$ cat src/rtl/amoa_operand_feeder.sv
// Operand feeder for the amoa_8x8 adder family: serial words -> 8-wide vectors -> small FIFO -> x0..x7.
// Define AMOA_FEED_EXACT_EN to build the exact-sum sideband; otherwise exact_sum is tied to zero.
module amoa_operand_feeder #(
    parameter int W     = 8,
    parameter int DEPTH = 2
) (
    input  logic           clk,
    input  logic           rst,
    input  logic           flush,
    input  logic [W-1:0]   in_data,
    input  logic           in_valid,
    output logic           in_ready,
    output logic [W-1:0]   x0,
    output logic [W-1:0]   x1,
    output logic [W-1:0]   x2,
    output logic [W-1:0]   x3,
    output logic [W-1:0]   x4,
    output logic [W-1:0]   x5,
    output logic [W-1:0]   x6,
    output logic [W-1:0]   x7,
    output logic           vec_valid,
    input  logic           stall,
    output logic [W+2:0]   exact_sum,
    output logic [15:0]    vec_cnt
);

    localparam int AW = $clog2(DEPTH);
    localparam logic [AW:0] PTR_ONE = {{AW{1'b0}}, 1'b1};

    logic [2:0]       idx_q, idx_d;
    logic [AW:0]      wr_ptr_q, wr_ptr_d;
    logic [AW:0]      rd_ptr_q, rd_ptr_d;
    logic [15:0]      vec_cnt_q, vec_cnt_d;
    logic [W-1:0]     asm_q [7];
    logic [W-1:0]     asm_d [7];
    logic [8*W-1:0]   mem_q [DEPTH];
    logic [8*W-1:0]   mem_d [DEPTH];

    logic             full_s, empty_s, pop_s, accept_s, push_s, in_ready_s;
    logic [8*W-1:0]   wr_vec_s;
    logic [8*W-1:0]   head_s;

    assign full_s  = (wr_ptr_q[AW] != rd_ptr_q[AW]) && (wr_ptr_q[AW-1:0] == rd_ptr_q[AW-1:0]);
    assign empty_s = (wr_ptr_q == rd_ptr_q);
    assign pop_s   = !empty_s && !stall && !flush;
    // Only the completing word waits for room; stall reaches in_ready through pop_s.
    assign in_ready_s = !flush && ((idx_q != 3'd7) || !full_s || pop_s);
    assign accept_s   = in_valid && in_ready_s;
    assign push_s     = accept_s && (idx_q == 3'd7);

    // Assemble the vector being pushed: slots 0..6 from the buffer, slot 7 straight from the input.
    always_comb begin
        wr_vec_s = '0;
        for (int i = 0; i < 7; i++) begin
            wr_vec_s[i*W +: W] = asm_q[i];
        end
        wr_vec_s[7*W +: W] = in_data;
    end

    // Next-state for assembly index, buffer, FIFO storage, pointers and pop counter.
    always_comb begin
        idx_d     = idx_q;
        wr_ptr_d  = wr_ptr_q;
        rd_ptr_d  = rd_ptr_q;
        vec_cnt_d = vec_cnt_q;
        mem_d     = mem_q;
        for (int i = 0; i < 7; i++) begin
            asm_d[i] = (accept_s && (idx_q == 3'(i))) ? in_data : asm_q[i];
        end
        if (flush) begin
            // Emptying by pulling the write pointer back keeps the head outputs bit-stable.
            idx_d    = 3'd0;
            wr_ptr_d = rd_ptr_q;
        end else begin
            if (accept_s) begin
                idx_d = idx_q + 3'd1;
            end else begin
                idx_d = idx_q;
            end
            if (push_s) begin
                mem_d[wr_ptr_q[AW-1:0]] = wr_vec_s;
                wr_ptr_d = wr_ptr_q + PTR_ONE;
            end else begin
                wr_ptr_d = wr_ptr_q;
            end
            if (pop_s) begin
                rd_ptr_d  = rd_ptr_q + PTR_ONE;
                vec_cnt_d = vec_cnt_q + 16'd1;
            end else begin
                rd_ptr_d  = rd_ptr_q;
                vec_cnt_d = vec_cnt_q;
            end
        end
    end

    // State registers with asynchronous clear.
    always_ff @(posedge clk or posedge rst) begin
        if (rst) begin
            idx_q     <= 3'd0;
            wr_ptr_q  <= '0;
            rd_ptr_q  <= '0;
            vec_cnt_q <= 16'd0;
            for (int i = 0; i < 7; i++) begin
                asm_q[i] <= '0;
            end
            for (int i = 0; i < DEPTH; i++) begin
                mem_q[i] <= '0;
            end
        end else begin
            idx_q     <= idx_d;
            wr_ptr_q  <= wr_ptr_d;
            rd_ptr_q  <= rd_ptr_d;
            vec_cnt_q <= vec_cnt_d;
            asm_q     <= asm_d;
            mem_q     <= mem_d;
        end
    end

    assign head_s    = mem_q[rd_ptr_q[AW-1:0]];
    assign x0        = head_s[0*W +: W];
    assign x1        = head_s[1*W +: W];
    assign x2        = head_s[2*W +: W];
    assign x3        = head_s[3*W +: W];
    assign x4        = head_s[4*W +: W];
    assign x5        = head_s[5*W +: W];
    assign x6        = head_s[6*W +: W];
    assign x7        = head_s[7*W +: W];
    assign vec_valid = !empty_s;
    assign in_ready  = in_ready_s;
    assign vec_cnt   = vec_cnt_q;

`ifdef AMOA_FEED_EXACT_EN
    logic [W+2:0] acc_q, acc_d;
    logic [W+2:0] acc_next_s;
    logic [W+2:0] sum_q [DEPTH];
    logic [W+2:0] sum_d [DEPTH];

    // Running sum restarts at word 0, so a flushed partial vector never leaks in.
    assign acc_next_s = ((idx_q == 3'd0) ? {(W+3){1'b0}} : acc_q) + {3'b000, in_data};

    // Accumulator and per-entry sum storage follow the word/vector handshakes.
    always_comb begin
        acc_d = acc_q;
        sum_d = sum_q;
        if (accept_s) begin
            acc_d = acc_next_s;
        end else begin
            acc_d = acc_q;
        end
        if (push_s) begin
            sum_d[wr_ptr_q[AW-1:0]] = acc_next_s;
        end else begin
            sum_d = sum_q;
        end
    end

    // Exact-sum registers.
    always_ff @(posedge clk or posedge rst) begin
        if (rst) begin
            acc_q <= '0;
            for (int i = 0; i < DEPTH; i++) begin
                sum_q[i] <= '0;
            end
        end else begin
            acc_q <= acc_d;
            sum_q <= sum_d;
        end
    end

    assign exact_sum = sum_q[rd_ptr_q[AW-1:0]];
`else
    assign exact_sum = {(W+3){1'b0}};
`endif

endmodule

$ cat config.mk
export PLATFORM = sky130hd
export DESIGN_NAME = amoa_operand_feeder
export DESIGN_NICKNAME = d
export VERILOG_FILES = /design/src/rtl/amoa_operand_feeder.sv
export SDC_FILE = /design/constraint.sdc
export NUM_CORES = 1
export LEC_CHECK = 0
export CAP_MARGIN = 40
export CORE_UTILIZATION = 55
export DETAILED_ROUTE_END_ITERATION = 12
export MAX_ROUTING_LAYER = met4
export PLACE_DENSITY = 0.79
export RECOVER_POWER = 50
export SYNTH_ARGS = -nofsm -noshare
export SYNTH_HDL_FRONTEND = slang
export SYNTH_SLANG_ARGS = --single-unit
$ cat constraint.sdc
create_clock -name clk -period 8.46 [get_ports clk]
set_clock_uncertainty 0.2 [all_clocks]
set_input_delay 0.846 -clock clk [delete_from_list [all_inputs] [get_ports clk]]
set_output_delay 0.846 -clock clk [all_outputs]
set_load 0.005 [all_outputs]
==> impl_summary.md <==
Route
Wires add up to between 15000 and 20000 microns. The detailed router finished its first iteration with roughly 290 violations. The final antenna-violating net count is 0. After detailed routing, the number of remaining DRC violations is 0.

The number of vias per cell is 5.510. The first-pass iteration count of the detailed router is 4. The detailed router placed 5064 vias in this run. After detailed routing, the average wire length per cell comes to between 15 and 20 microns.

Floorplan
The initial standard-cell utilization of the core is a little under three fifths. The height of the die is 130.3 microns. From left edge to right edge, the die measures around 130 microns. 106 I/O pins were placed. The area of the core is between 15000 and 20000 sq um. In this run the core area contains 46 standard-cell rows. The area enclosed by the die boundary is ~17000 sq um.

Final layout
The finished cells cover about 11000 sq um. The post-route core utilization is between 60 and 70%. In the final design database the tool counted about 700 nets. In the final layout, the share of cells above drive strength 1 is 41.82%. Fill cells in the final layout number between 1000 and 1500.

From synthesis to final layout, the design area changed by 20.08%. 0 antenna diodes ended up in the layout. The combined flip-flop and latch cell area is roughly 5200 sq um. In the final layout, the multi-input gates occupy approximately 3600 sq um.

Placed design
The count of port buffers added during placement is 94. The worst setup slack after placement is between 4 and 5 ns. The congestion estimate from routability-driven global placement came to 0.7639. The area of placed instances is 10130 sq um.

Summed over all nets, the half-perimeter wirelength after detailed placement is 10970 microns.

GRT
Global routing finished with a remaining overflow of 0. The largest net degree at the start of global routing is between 100 and 150. The first global-routing pass estimated 28940 microns of wire. The number of antenna violations at the first check in global routing came to 0. Global routing used 22.92% of the available tracks.

The via count of the first global-routing pass was between 5000 and 6000.

Timing
The final cycle utilization of the critical path is between 60% and 70%. The relative slew slack is -273.4%. Once routing completed, OpenROAD measured the worst setup slack at ~3.3 ns.

Setup repair after global routing left no endpoint under its margin. On the final layout, the worst hold slack is ~0.28 ns. Static timing analysis puts the maximum clock frequency at approximately 200 MHz. Setup violations remaining at the end of the flow were counted as 0.

At the pin with the least slew margin, the transition time is around 5.6 ns. Adding up every negative setup slack in the final design gives 0 ns. The minimum clock period after layout is around 5.1 ns. The number of hold violations in the final report is 0. The count of pins over their slew limit is ~130.

CTS
Post-CTS timing repair inserted 0 buffers for setup. For this design, the CTS-stage hold fixing added 0 buffers. The post-cts gate resize count is 0. The clock reaches the later pin of the worst-skew pair after ~0.49 ns.

The tree is rooted in a sky130_fd_sc_hd__clkbuf_16. The TritonCTS sink count is 207. Counting the buffers created by CTS gives 22. The clock-pin slew reported for the worst setup and hold paths after clock tree synthesis is 0.06 ns.

No sink is reached through more buffers than the 3 on the longest clock path. TritonCTS built the clock tree. The H-tree depth reported by CTS is 1.

Worst setup path
The critical path contains buffers and inverters numbering 2 combined. The worst setup path is of the input port to async pin kind. The delay of the slowest cell on the worst path is 3.05 ns.

Among cell families on the critical path, the largest total delay comes from buffers and inverters. The slowest cell on the critical path is sky130_fd_sc_hd__clkinvlp_2. In this run the worst path has a maximum fanout of approximately 130. STA classifies the critical path endpoint as an async pin. In this run the number of cells on the critical path is 2. The signal on the critical path passes through clkdlybuf4s50_1 > clkinvlp_2.

The kind of start point of the critical path is an input port. The required time at the endpoint of the critical path is about 8 ns. The number of cells on the worst reg-to-reg path is 7. The data arrival time of the critical path is 4.49 ns.

Synth
Counting flops and latches in the post-synthesis netlist gives around 210. The library cell with the highest instance count after synthesis is sky130_fd_sc_hd__mux2_2. The synthesized area per cell is 15.31 sq um. Summing every instance area after synthesis gives a little over 9000 sq um. The count of unique library cells instantiated by Yosys is 33. Counting flops with a built-in enable in the synthesized netlist gives 0. The dominant synthesized flop cell is sky130_fd_sc_hd__dfrtp_1.

The synthesis warning total is 0. The share of async-settable or async-resettable flops after synthesis is between 90% and 100%. The top cell type by area accounts for between 50 and 60% of the synthesized area. The sequential cell area fraction in the yosys report is between 50% and 60%. The synthesized design spends more area on one cell type than any other, namely sky130_fd_sc_hd__dfrtp_1.

Synthesis produced between 500 and 600 cells. Ranked by instance count, the synthesized netlist is headed by sky130_fd_sc_hd__mux2_2, sky130_fd_sc_hd__dfrtp_1, sky130_fd_sc_hd__mux2_4. Sorting the synthesized cells by area gives the leading types as sky130_fd_sc_hd__dfrtp_1, sky130_fd_sc_hd__mux2_2, sky130_fd_sc_hd__mux2_4.

Outcome
The checks that failed: capacitance limit, slew limit. The run finished, with violations left.

Run
The tool flagged a number of max-cap violations equal to 1.

Power
The worst ir drop on vdd is 0.0001768 V. The analysis attributes to cell leakage a power of 5.320 nW. Dividing total power by cell area gives a power density of 241.1 nW/um^2.

Hold path
The worst hold path depth is 1. The min-delay analysis places its worst path in the category flop to flop.
## state kept, by name (all words and copies together), names as in the netlist
signal	flops
mem_q	128
asm_q	56
vec_cnt	16
idx_q	3
rd_ptr_q	2
wr_ptr_q	2
## where the power goes
| part | internal, W | leakage [nW] | switching, W |
|---|---|---|---|
| registers | 0.00110 | 2.79 | 0.0000941 |
| logic | 0.000230 | 2.15 | 0.000191 |
| clock network | 0.000622 | 0.383 | 0.000380 |
| total | 0.00195 | 5.32 | 0.000665 |
## routing by layer
| layer | track usage (%) | wire, microns | vias to the layer above |
|---|---|---|---|
| met5 | - | 0 | - |
| met4 | 5.404 | 374 | 0 |
| met3 | 3.116 | 557 | 27 |
| met2 | 36.30 | 8437 | 104 |
| met1 | 31.57 | 8461 | 2666 |
| li1 | - | - | 2267 |
## final cells by class
type                    instances  share of cell area (%)
clock buffers                  29                   5.874
inverters                       8                  0.2880
repair buffers                101                   9.479
well taps                     216                   2.488
clock inverters                 9                   1.209
flip-flops and latches        207                   47.70
multi-input cells             349                   32.96
## kinds of logic (layout without fill, tap and decap cells)
group                      count (synthesis)  after routing  share of synthesized area [%]
other                                      1             11                        0.04145
muxes                                    251            251                          32.23
buffers and inverters                     45            147                          3.264
and+or+nand+nor                           48             48                          3.195
DFF                                      207            207                          57.26
xor gates and xnor gates                  23             23                          2.310
adders and majority gates                  7              7                         0.9681
AOI/OAI and AO/OA                          9              9                         0.7330
## path summary, 6_finish.rpt
kind                             start     endpoint  slack [ns]
max                                rst    mem_q[91]        3.34
max reg2reg                   idx_q[1]    mem_q[18]        4.91
min in group asynchronous          rst    mem_q[79]        2.17
max in group clk                 flush    mem_q[18]        4.86
min reg2reg                vec_cnt[15]  vec_cnt[15]        0.28
min                        vec_cnt[15]  vec_cnt[15]        0.28
## through the flow
step | total power (W) | instances
floorplan | 0.001491 | 601
global placement | 0.001612 | 878
detailed placement | 0.001648 | 881
CTS | 0.002656 | 919
global route | 0.002726 | 919
finish | 0.002619 | 919
## placed cells by master (no fill, tap or decap), types with 2 or more instances in the layout
cell type	synthesis	final
sky130_fd_sc_hd__xor2_1	6	6
sky130_fd_sc_hd__inv_1	8	7
sky130_fd_sc_hd__a211oi_1	4	4
sky130_fd_sc_hd__nand4_1	5	5
sky130_fd_sc_hd__mux2_4	24	20
sky130_fd_sc_hd__conb_1	1	11
sky130_fd_sc_hd__clkbuf_1	13	3
sky130_fd_sc_hd__clkinv_2	0	5
sky130_fd_sc_hd__nor3_1	1	2
sky130_fd_sc_hd__mux2_2	221	221
sky130_fd_sc_hd__ha_1	7	7
sky130_fd_sc_hd__nor2_1	8	8
sky130_fd_sc_hd__clkbuf_8	0	4
sky130_fd_sc_hd__or4b_4	3	2
sky130_fd_sc_hd__clkdlybuf4s50_1	0	77
sky130_fd_sc_hd__dfrtp_1	207	206
sky130_fd_sc_hd__nor3_2	3	3
sky130_fd_sc_hd__and3_1	3	3
sky130_fd_sc_hd__clkbuf_16	0	23
sky130_fd_sc_hd__xnor2_1	16	16
sky130_fd_sc_hd__mux2_1	5	9
sky130_fd_sc_hd__nand2_1	16	15
sky130_fd_sc_hd__a31oi_1	2	2
sky130_fd_sc_hd__nand3_1	4	4
sky130_fd_sc_hd__buf_4	11	3
sky130_fd_sc_hd__dlygate4sd3_1	0	17
sky130_fd_sc_hd__bufinv_16	0	3
Note: power is estimated with default switching activity, not from simulation.
